[config.mk]
export PLATFORM = sky130hd
export DESIGN_NAME = sphere_column_gen_flat
export DESIGN_NICKNAME = d
export VERILOG_FILES = /design/src/rtl/sphere_column_gen_if.sv /design/src/rtl/sphere_column_gen.sv /design/src/flat_wrapper.sv
export SDC_FILE = /design/constraint.sdc
export NUM_CORES = 2
export LEC_CHECK = 0
export BUFFER_PORTS_ARGS = -buffer_cell sky130_fd_sc_hd__buf_4
export CAP_MARGIN = 5
export CORE_UTILIZATION = 35
export DETAILED_ROUTE_END_ITERATION = 6
export PLACE_DENSITY = 0.62
export SLEW_MARGIN = 20
export SYNTH_ARGS = -nofsm -noshare
export SYNTH_HDL_FRONTEND = slang
export SYNTH_SLANG_ARGS = --single-unit
export TNS_END_PERCENT = 30
[constraint.sdc]
create_clock -name clk_in -period 12.4 [get_ports clk_in]
set_input_delay 0 -clock clk_in [delete_from_list [all_inputs] [get_ports clk_in]]
set_output_delay 0 -clock clk_in [all_outputs]
set_load 0.005 [all_outputs]
[src/rtl/sphere_column_gen_if.sv]
// Request/response bundle for sphere_column_gen: request fields in, double-buffered columns out.
interface sphere_column_gen_if #(
    parameter int NUM_ROWS = 64,
    parameter int NUM_COLS = 64,
    parameter int NUM_CH   = 2,
    parameter int RGB_RES  = 9
);
    localparam int CW = $clog2(NUM_COLS);
    localparam int RW = $clog2(NUM_ROWS);

    logic                                          req_valid;
    logic                                          req_ready;
    logic [NUM_CH-1:0][CW-1:0]                     column_index;
    logic [CW-1:0]                                 center_x;
    logic [RW-1:0]                                 center_y;
    logic [RW-1:0]                                 radius;
    logic [RGB_RES-1:0]                            color;
    logic                                          mode;
    logic [NUM_CH-1:0][NUM_ROWS-1:0][RGB_RES-1:0]  columns;
    logic                                          out_valid;
    logic                                          busy;

    modport master (
        output req_valid, column_index, center_x, center_y, radius, color, mode,
        input  req_ready, columns, out_valid, busy
    );

    modport slave (
        input  req_valid, column_index, center_x, center_y, radius, color, mode,
        output req_ready, columns, out_valid, busy
    );
endinterface

[src/rtl/sphere_column_gen.sv]
// Sequential sphere column renderer for the rotating POV panel: one row per cycle for all
// channels through a square/compare pipeline, presenting only complete columns.
module sphere_column_gen #(
    parameter int NUM_ROWS = 64,
    parameter int NUM_COLS = 64,
    parameter int NUM_CH   = 2,
    parameter int RGB_RES  = 9,
    parameter int SHELL_W  = 2
) (
    input  logic               clk_in,
    input  logic               rst_n_in,
    sphere_column_gen_if.slave bus
);
    localparam int CW = $clog2(NUM_COLS);
    localparam int RW = $clog2(NUM_ROWS);
    localparam int AW = ((CW > RW) ? CW : RW) + 1;
    localparam int SW = 2 * AW + 1;
    localparam logic [RW-1:0] LAST_ROW = RW'(NUM_ROWS - 1);

    typedef enum logic [1:0] {IDLE, RUN, DRAIN} state_t;
    typedef logic [NUM_CH-1:0][NUM_ROWS-1:0][RGB_RES-1:0] cols_t;

    state_t                    state_q, state_d;
    logic [RW-1:0]             row_q, row_d;
    logic [NUM_CH-1:0][CW-1:0] col_q, col_d;
    logic [CW-1:0]             cx_q, cx_d;
    logic [RW-1:0]             cy_q, cy_d;
    logic [RGB_RES-1:0]        color_q, color_d;
    logic [SW-1:0]             r2_q, r2_d;
    logic [SW-1:0]             inner2_q, inner2_d;
    logic                      shell_q, shell_d;
    logic                      s1_valid_q, s1_valid_d;
    logic [RW-1:0]             s1_row_q, s1_row_d;
    logic [NUM_CH-1:0][SW-1:0] dx2_q, dx2_d;
    logic [SW-1:0]             dy2_q, dy2_d;
    cols_t                     work_q, work_d;
    cols_t                     columns_q, columns_d;
    logic                      out_valid_q, out_valid_d;

    logic [NUM_CH-1:0][SW-1:0] dist2;
    logic [NUM_CH-1:0]         lit;

    // Operands are zero-extended by one bit so the difference is a valid signed value.
    function automatic logic [SW-1:0] abs_diff(input logic [AW-1:0] a, input logic [AW-1:0] b);
        logic [AW-1:0] diff;
        logic [AW-1:0] mag;
        diff = a - b;
        mag  = diff[AW-1] ? -diff : diff;
        return SW'(mag);
    endfunction

    function automatic logic [SW-1:0] square(input logic [SW-1:0] m);
        return m * m;
    endfunction

    always_comb begin
        dist2 = '0;
        lit   = '0;
        for (int c = 0; c < NUM_CH; c++) begin
            dist2[c] = dx2_q[c] + dy2_q;
            lit[c]   = (dist2[c] <= r2_q) && (!shell_q || (dist2[c] > inner2_q));
        end
    end

    always_comb begin
        state_d     = state_q;
        row_d       = row_q;
        col_d       = col_q;
        cx_d        = cx_q;
        cy_d        = cy_q;
        color_d     = color_q;
        r2_d        = r2_q;
        inner2_d    = inner2_q;
        shell_d     = shell_q;
        s1_valid_d  = 1'b0;
        s1_row_d    = s1_row_q;
        dx2_d       = dx2_q;
        dy2_d       = dy2_q;
        work_d      = work_q;
        columns_d   = columns_q;
        out_valid_d = 1'b0;

        // Stage 2 runs ahead of the state case so DRAIN can publish the row it writes.
        if (s1_valid_q) begin
            for (int c = 0; c < NUM_CH; c++) begin
                work_d[c][s1_row_q] = lit[c] ? color_q : '0;
            end
        end

        case (state_q)
            IDLE: begin
                if (bus.req_valid) begin
                    col_d    = bus.column_index;
                    cx_d     = bus.center_x;
                    cy_d     = bus.center_y;
                    color_d  = bus.color;
                    r2_d     = square(SW'(bus.radius));
                    shell_d  = bus.mode && (bus.radius > RW'(SHELL_W));
                    inner2_d = shell_d ? square(SW'(bus.radius) - SW'(SHELL_W)) : '0;
                    row_d    = '0;
                    state_d  = RUN;
                end
            end
            RUN: begin
                s1_valid_d = 1'b1;
                s1_row_d   = row_q;
                dy2_d      = square(abs_diff(AW'(row_q), AW'(cy_q)));
                for (int c = 0; c < NUM_CH; c++) begin
                    dx2_d[c] = square(abs_diff(AW'(col_q[c]), AW'(cx_q)));
                end
                if (row_q == LAST_ROW) begin
                    row_d   = '0;
                    state_d = DRAIN;
                end else begin
                    row_d = row_q + 1'b1;
                end
            end
            DRAIN: begin
                columns_d   = work_d;
                out_valid_d = 1'b1;
                state_d     = IDLE;
            end
            default: state_d = IDLE;
        endcase
    end

    always_ff @(posedge clk_in or negedge rst_n_in) begin
        if (!rst_n_in) begin
            state_q     <= IDLE;
            row_q       <= '0;
            col_q       <= '0;
            cx_q        <= '0;
            cy_q        <= '0;
            color_q     <= '0;
            r2_q        <= '0;
            inner2_q    <= '0;
            shell_q     <= 1'b0;
            s1_valid_q  <= 1'b0;
            s1_row_q    <= '0;
            dx2_q       <= '0;
            dy2_q       <= '0;
            work_q      <= '0;
            columns_q   <= '0;
            out_valid_q <= 1'b0;
        end else begin
            state_q     <= state_d;
            row_q       <= row_d;
            col_q       <= col_d;
            cx_q        <= cx_d;
            cy_q        <= cy_d;
            color_q     <= color_d;
            r2_q        <= r2_d;
            inner2_q    <= inner2_d;
            shell_q     <= shell_d;
            s1_valid_q  <= s1_valid_d;
            s1_row_q    <= s1_row_d;
            dx2_q       <= dx2_d;
            dy2_q       <= dy2_d;
            work_q      <= work_d;
            columns_q   <= columns_d;
            out_valid_q <= out_valid_d;
        end
    end

    assign bus.req_ready = (state_q == IDLE);
    assign bus.busy      = (state_q != IDLE);
    assign bus.out_valid = out_valid_q;
    assign bus.columns   = columns_q;
endmodule

[src/flat_wrapper.sv]
// flat-port wrapper written by rule: the top's interface ports become plain ports
module sphere_column_gen_flat 
#(
    parameter int NUM_ROWS = 64,
    parameter int NUM_COLS = 64,
    parameter int NUM_CH   = 2,
    parameter int RGB_RES  = 9,
    parameter int SHELL_W  = 2
)
  (clk_in, rst_n_in, bus_req_valid, bus_column_index, bus_center_x, bus_center_y, bus_radius, bus_color, bus_mode, bus_req_ready, bus_columns, bus_out_valid, bus_busy);
  sphere_column_gen_if #(.NUM_ROWS(NUM_ROWS), .NUM_COLS(NUM_COLS), .NUM_CH(NUM_CH), .RGB_RES(RGB_RES)) bus_i ();
  input  logic clk_in;
  input  logic rst_n_in;
  input wire logic [$bits(bus_i.req_valid)-1:0] bus_req_valid;
  input wire logic [$bits(bus_i.column_index)-1:0] bus_column_index;
  input wire logic [$bits(bus_i.center_x)-1:0] bus_center_x;
  input wire logic [$bits(bus_i.center_y)-1:0] bus_center_y;
  input wire logic [$bits(bus_i.radius)-1:0] bus_radius;
  input wire logic [$bits(bus_i.color)-1:0] bus_color;
  input wire logic [$bits(bus_i.mode)-1:0] bus_mode;
  output wire logic [$bits(bus_i.req_ready)-1:0] bus_req_ready;
  output wire logic [$bits(bus_i.columns)-1:0] bus_columns;
  output wire logic [$bits(bus_i.out_valid)-1:0] bus_out_valid;
  output wire logic [$bits(bus_i.busy)-1:0] bus_busy;
  assign bus_i.req_valid = bus_req_valid;
  assign bus_i.column_index = bus_column_index;
  assign bus_i.center_x = bus_center_x;
  assign bus_i.center_y = bus_center_y;
  assign bus_i.radius = bus_radius;
  assign bus_i.color = bus_color;
  assign bus_i.mode = bus_mode;
  assign bus_req_ready = bus_i.req_ready;
  assign bus_columns = bus_i.columns;
  assign bus_out_valid = bus_i.out_valid;
  assign bus_busy = bus_i.busy;
  sphere_column_gen #(.NUM_ROWS(NUM_ROWS), .NUM_COLS(NUM_COLS), .NUM_CH(NUM_CH), .RGB_RES(RGB_RES), .SHELL_W(SHELL_W)) u_core (.clk_in(clk_in), .rst_n_in(rst_n_in), .bus(bus_i));
endmodule
==> results.md <==
* Clk root buf: clkbuf_16
* Gpl congestion at roughly 0.85
* RSZ-0062 raised after global routing: no
* VDD IR max at approximately 0.00081 V
* Area Growth Syn to Fin at 21.5%
* Yosys top cell area share at 0.585
* Mux cell area share after synthesis at 0.000702
* Vias in the first global route at 81000
* Drt total wl at between 300 and 400 mm
* XOR/XNOR Fraction of Synth Area at 0.00930
* Slew HR at 0.188
* Crit. End Element: flip-flop
* CP Class: reg2reg
* Routed length per instance at between 20 and 25 um
* Initial DRC Count at approximately 9000
* Synth cell types at ~80
* Max cap viols at 0
* Pwr/cell area at between 300 and 400 mW/mm^2
* Die W at 546 um
* Fraction of layout cells with a size suffix above 1 at 0.161
* # rows at slightly below 200
* EDFF count, synth at 0
* Type of the worst min-delay path: in2reg
* Router iterations before antenna repair at 7
* Detailed placement HPWL at 235 mm
* Main combinational cell family by area after synthesis: simple AND/OR/NAND/NOR gates
* Arrival @ worst endpoint at 7590 ps
* Synthesized area at slightly above 0.1 mm^2
* Leading cell type in the layout, fill and taps excluded: nand2_1
* Area leader, netlist: dfrtp_1
* Worst slew pin tran at ~1200 ps
* Core Box Area at 0.294 mm^2
* Sw Share at 0.477
* Drt drc at ~400
* FF-to-FF path depth at 23
* Fin. Hold Viols at 0
* Clock sinks at 2418
* Asr flop ratio synth at 1.00
* CTS tree: done
* Mean Syn Cell Area at between 9 and 10 um^2
* Post-layout nets at 12000
* WHS Endpoint: u_core.r2_q[0]
* PortBufs at 1197
* Yosys warns at 0
* Post-CTS sizing at 0
* Outcome: complete, but fails checks
* Tmin final at between 6000 and 7000 ps
* Cts bufs inserted at 274
* Chip Height at 546 um
* Fraction of the mapped netlist area in adder cells at 0.0459
* Slew Viols, Final at 0
* Post-route antenna net violation count at 0
* Largest net degree at the start of global routing at 255
* Reg2Reg Setup Slack at 5550 ps
* Worst Hold Depth at 4
* Synth Flop Type: dfrtp_1
* Routed vias at about 86000
* Fin util at 0.428
* Cells after Synth at between 10000 and 15000
* Mean number of vias per cell at 5.47
* Hold path start: bus_radius[0]
* Peak fanout along the critical path at 12
* Antenna violations before repair at 16
* Combinational power share at 0.547
* Static leakage at between 60 and 70 nW
* Post-synthesis compound-gate area fraction at 0.0893
* Critical R2R Launch: u_core.row_q[0]
* Fmax at approximately 150 MHz
* Commonest cells after routing, fill and taps aside: 2590 x nand2_1, 2409 x dfrtp_1, 1342 x buf_4
* Starting Density at 0.352
* Setup-failing EPs final at 0
* Clk Latency, worst-skew pair at around 900 ps
* Die ar. at 0.298 mm^2
* Global-route wire length before repair at roughly 550 mm
* Register area share after synthesis at 0.585
* Flop pwr share at 0.240
* Worst setup SP type: flip-flop
* Net switching power at between 15 and 20 mW
* Design internal power at ~20 mW
* Worst reg2reg endpoint: u_core.dy2_q[13]
* Clock Power Share at 0.212
* Dominant cells by area after synthesis: dfrtp_1 59%, nand2_1 9.4%, a31oi_1 7.0%, nand4_1 7.0%, nor2_1 4.8%
* Number of synthesized register bits at between 2000 and 2500
* H-tree depth at 5
* Overflow after GRT at 0
* Clock transition at path regs at roughly 60 ps
* Post-Synth Simple-Gate Area at 0.224
* Final Cycle Share at 0.553
* Failing checks: DRC
* Num ports at approximately 1200
* Fin cells at ~16000
* Tot GR Track Use at 0.243
* Setup TNS at 0 ps
* Placed instance count at 15100
* CTS max path bufs at 4
* Req. time, crit path at 13140 ps
* Final Skew at around 76 ps
cells in the mapped netlist (33+ instances only):
cell      number
nand2_1     2594
dfrtp_1     2418
nor2_1      1327
a31oi_1     1163
nand4_1     1162
clkbuf_1     523
ha_1         226
inv_1        224
buf_2        162
fa_1          96
o21ai_0       92
xnor2_1       68
a21oi_1       65
buf_1         62
buf_6         55
xor2_1        40
a21o_1        33
stage by stage:
step | setup WS [ps] | area, um^2 | hold WS (ps) | power, mW
6_report | 5550 | 126000 | 89.7 | 38.4
5_1_grt | 5060 | 126000 | 82.2 | 41.4
4_1_cts | 5550 | 126000 | 16.1 | 38.5
3_5_place_dp | 5580 | 115000 | 1.81 | 30.1
3_3_place_gp | 5600 | 115000 | 24.5 | 29.9
2_1_floorplan | 6200 | 103000 | -296 | 25.4
worst max-delay path, stage by stage (launching register included):
cell and delay [ps]:
dfrtp_1 410, inv_1 80, ha_1 210, fa_1 530
ha_1 340, nor3b_1 140, a31oi_1 130, a21boi_0 230
nor2b_1 700, o31a_1 220, o221a_2 190, ha_1 230
inv_1 70, fa_1 410, inv_1 80, fa_1 430
fa_1 480, ha_1 310, nor2_1 60, or4b_2 650
o211ai_1 240, nand4_1 160, a311oi_1 300, o31ai_1 110
layer usage:
metal / up-vias / GRT usage / wire, um
met4: 4 / 0.126 / 21900
met1: 42900 / 0.335 / 158000
li1: 39000 / - / -
met5: - / 0 / 22
met3: 673 / 0.0559 / 31200
met2: 3458 / 0.355 / 161000
cells by family after synthesis:
| logic type | Yosys count |
|---|---|
| xor gates and xnor gates | 109 |
| DFF | 2418 |
| adders and majority gates | 322 |
| AOI/OAI and AO/OA | 1466 |
| muxes | 7 |
| and+or+nand+nor | 5273 |
| other | 1 |
| buffers and inverters | 1052 |
power groups by stage:
stage	Clock (mW)	Combinational [mW]	Sequential, mW
final	8.17	21.0	9.25
after global routing	8.60	23.5	9.30
after CTS	8.30	21.0	9.24
after detailed placement	0	20.8	9.38
after global placement	0	20.6	9.35
after floorplan	0	16.2	9.13
sequential cells by signal, indices dropped and copies added, names as in the netlist, 9 cells and up:
signal	cells
u_core.bus.columns	1152
u_core.work_q	1152
u_core.dx2_q	26
u_core.inner2_q	14
u_core.dy2_q	13
u_core.col_q	12
u_core.r2_q	11
u_core.color_q	9
final cells by class:
cell class / count / area (um^2)
diodes: 5 / 12.5
clock buffers: 397 / 7980
clock inverters: 88 / 1020
fillers: 28300 / 168000
inverters: 225 / 845
multi-input cells: 7186 / 38500
flip-flops and latches: 2418 / 60500
well taps: 3919 / 4900
repair buffers: 1491 / 11800
repair_timing:
item	CTS	global route
hold buffers	126	0
hold endpoints to repair	582	0
buffers inserted	0	0
how the worst max path moves through the flow:
stage	from	endpoint	cells after the start	slack [ps]
floorplan	u_core.row_q[0]	u_core.dy2_q[13]	24	6200
global placement	u_core.row_q[0]	u_core.dy2_q[13]	23	5600
detailed placement	u_core.row_q[0]	u_core.dy2_q[13]	23	5580
CTS	u_core.row_q[0]	u_core.dy2_q[13]	23	5550
global route	u_core.row_q[0]	u_core.dy2_q[13]	23	5060
finish	u_core.row_q[0]	u_core.dy2_q[13]	23	5550
Note: power is estimated with default switching activity, not from simulation.
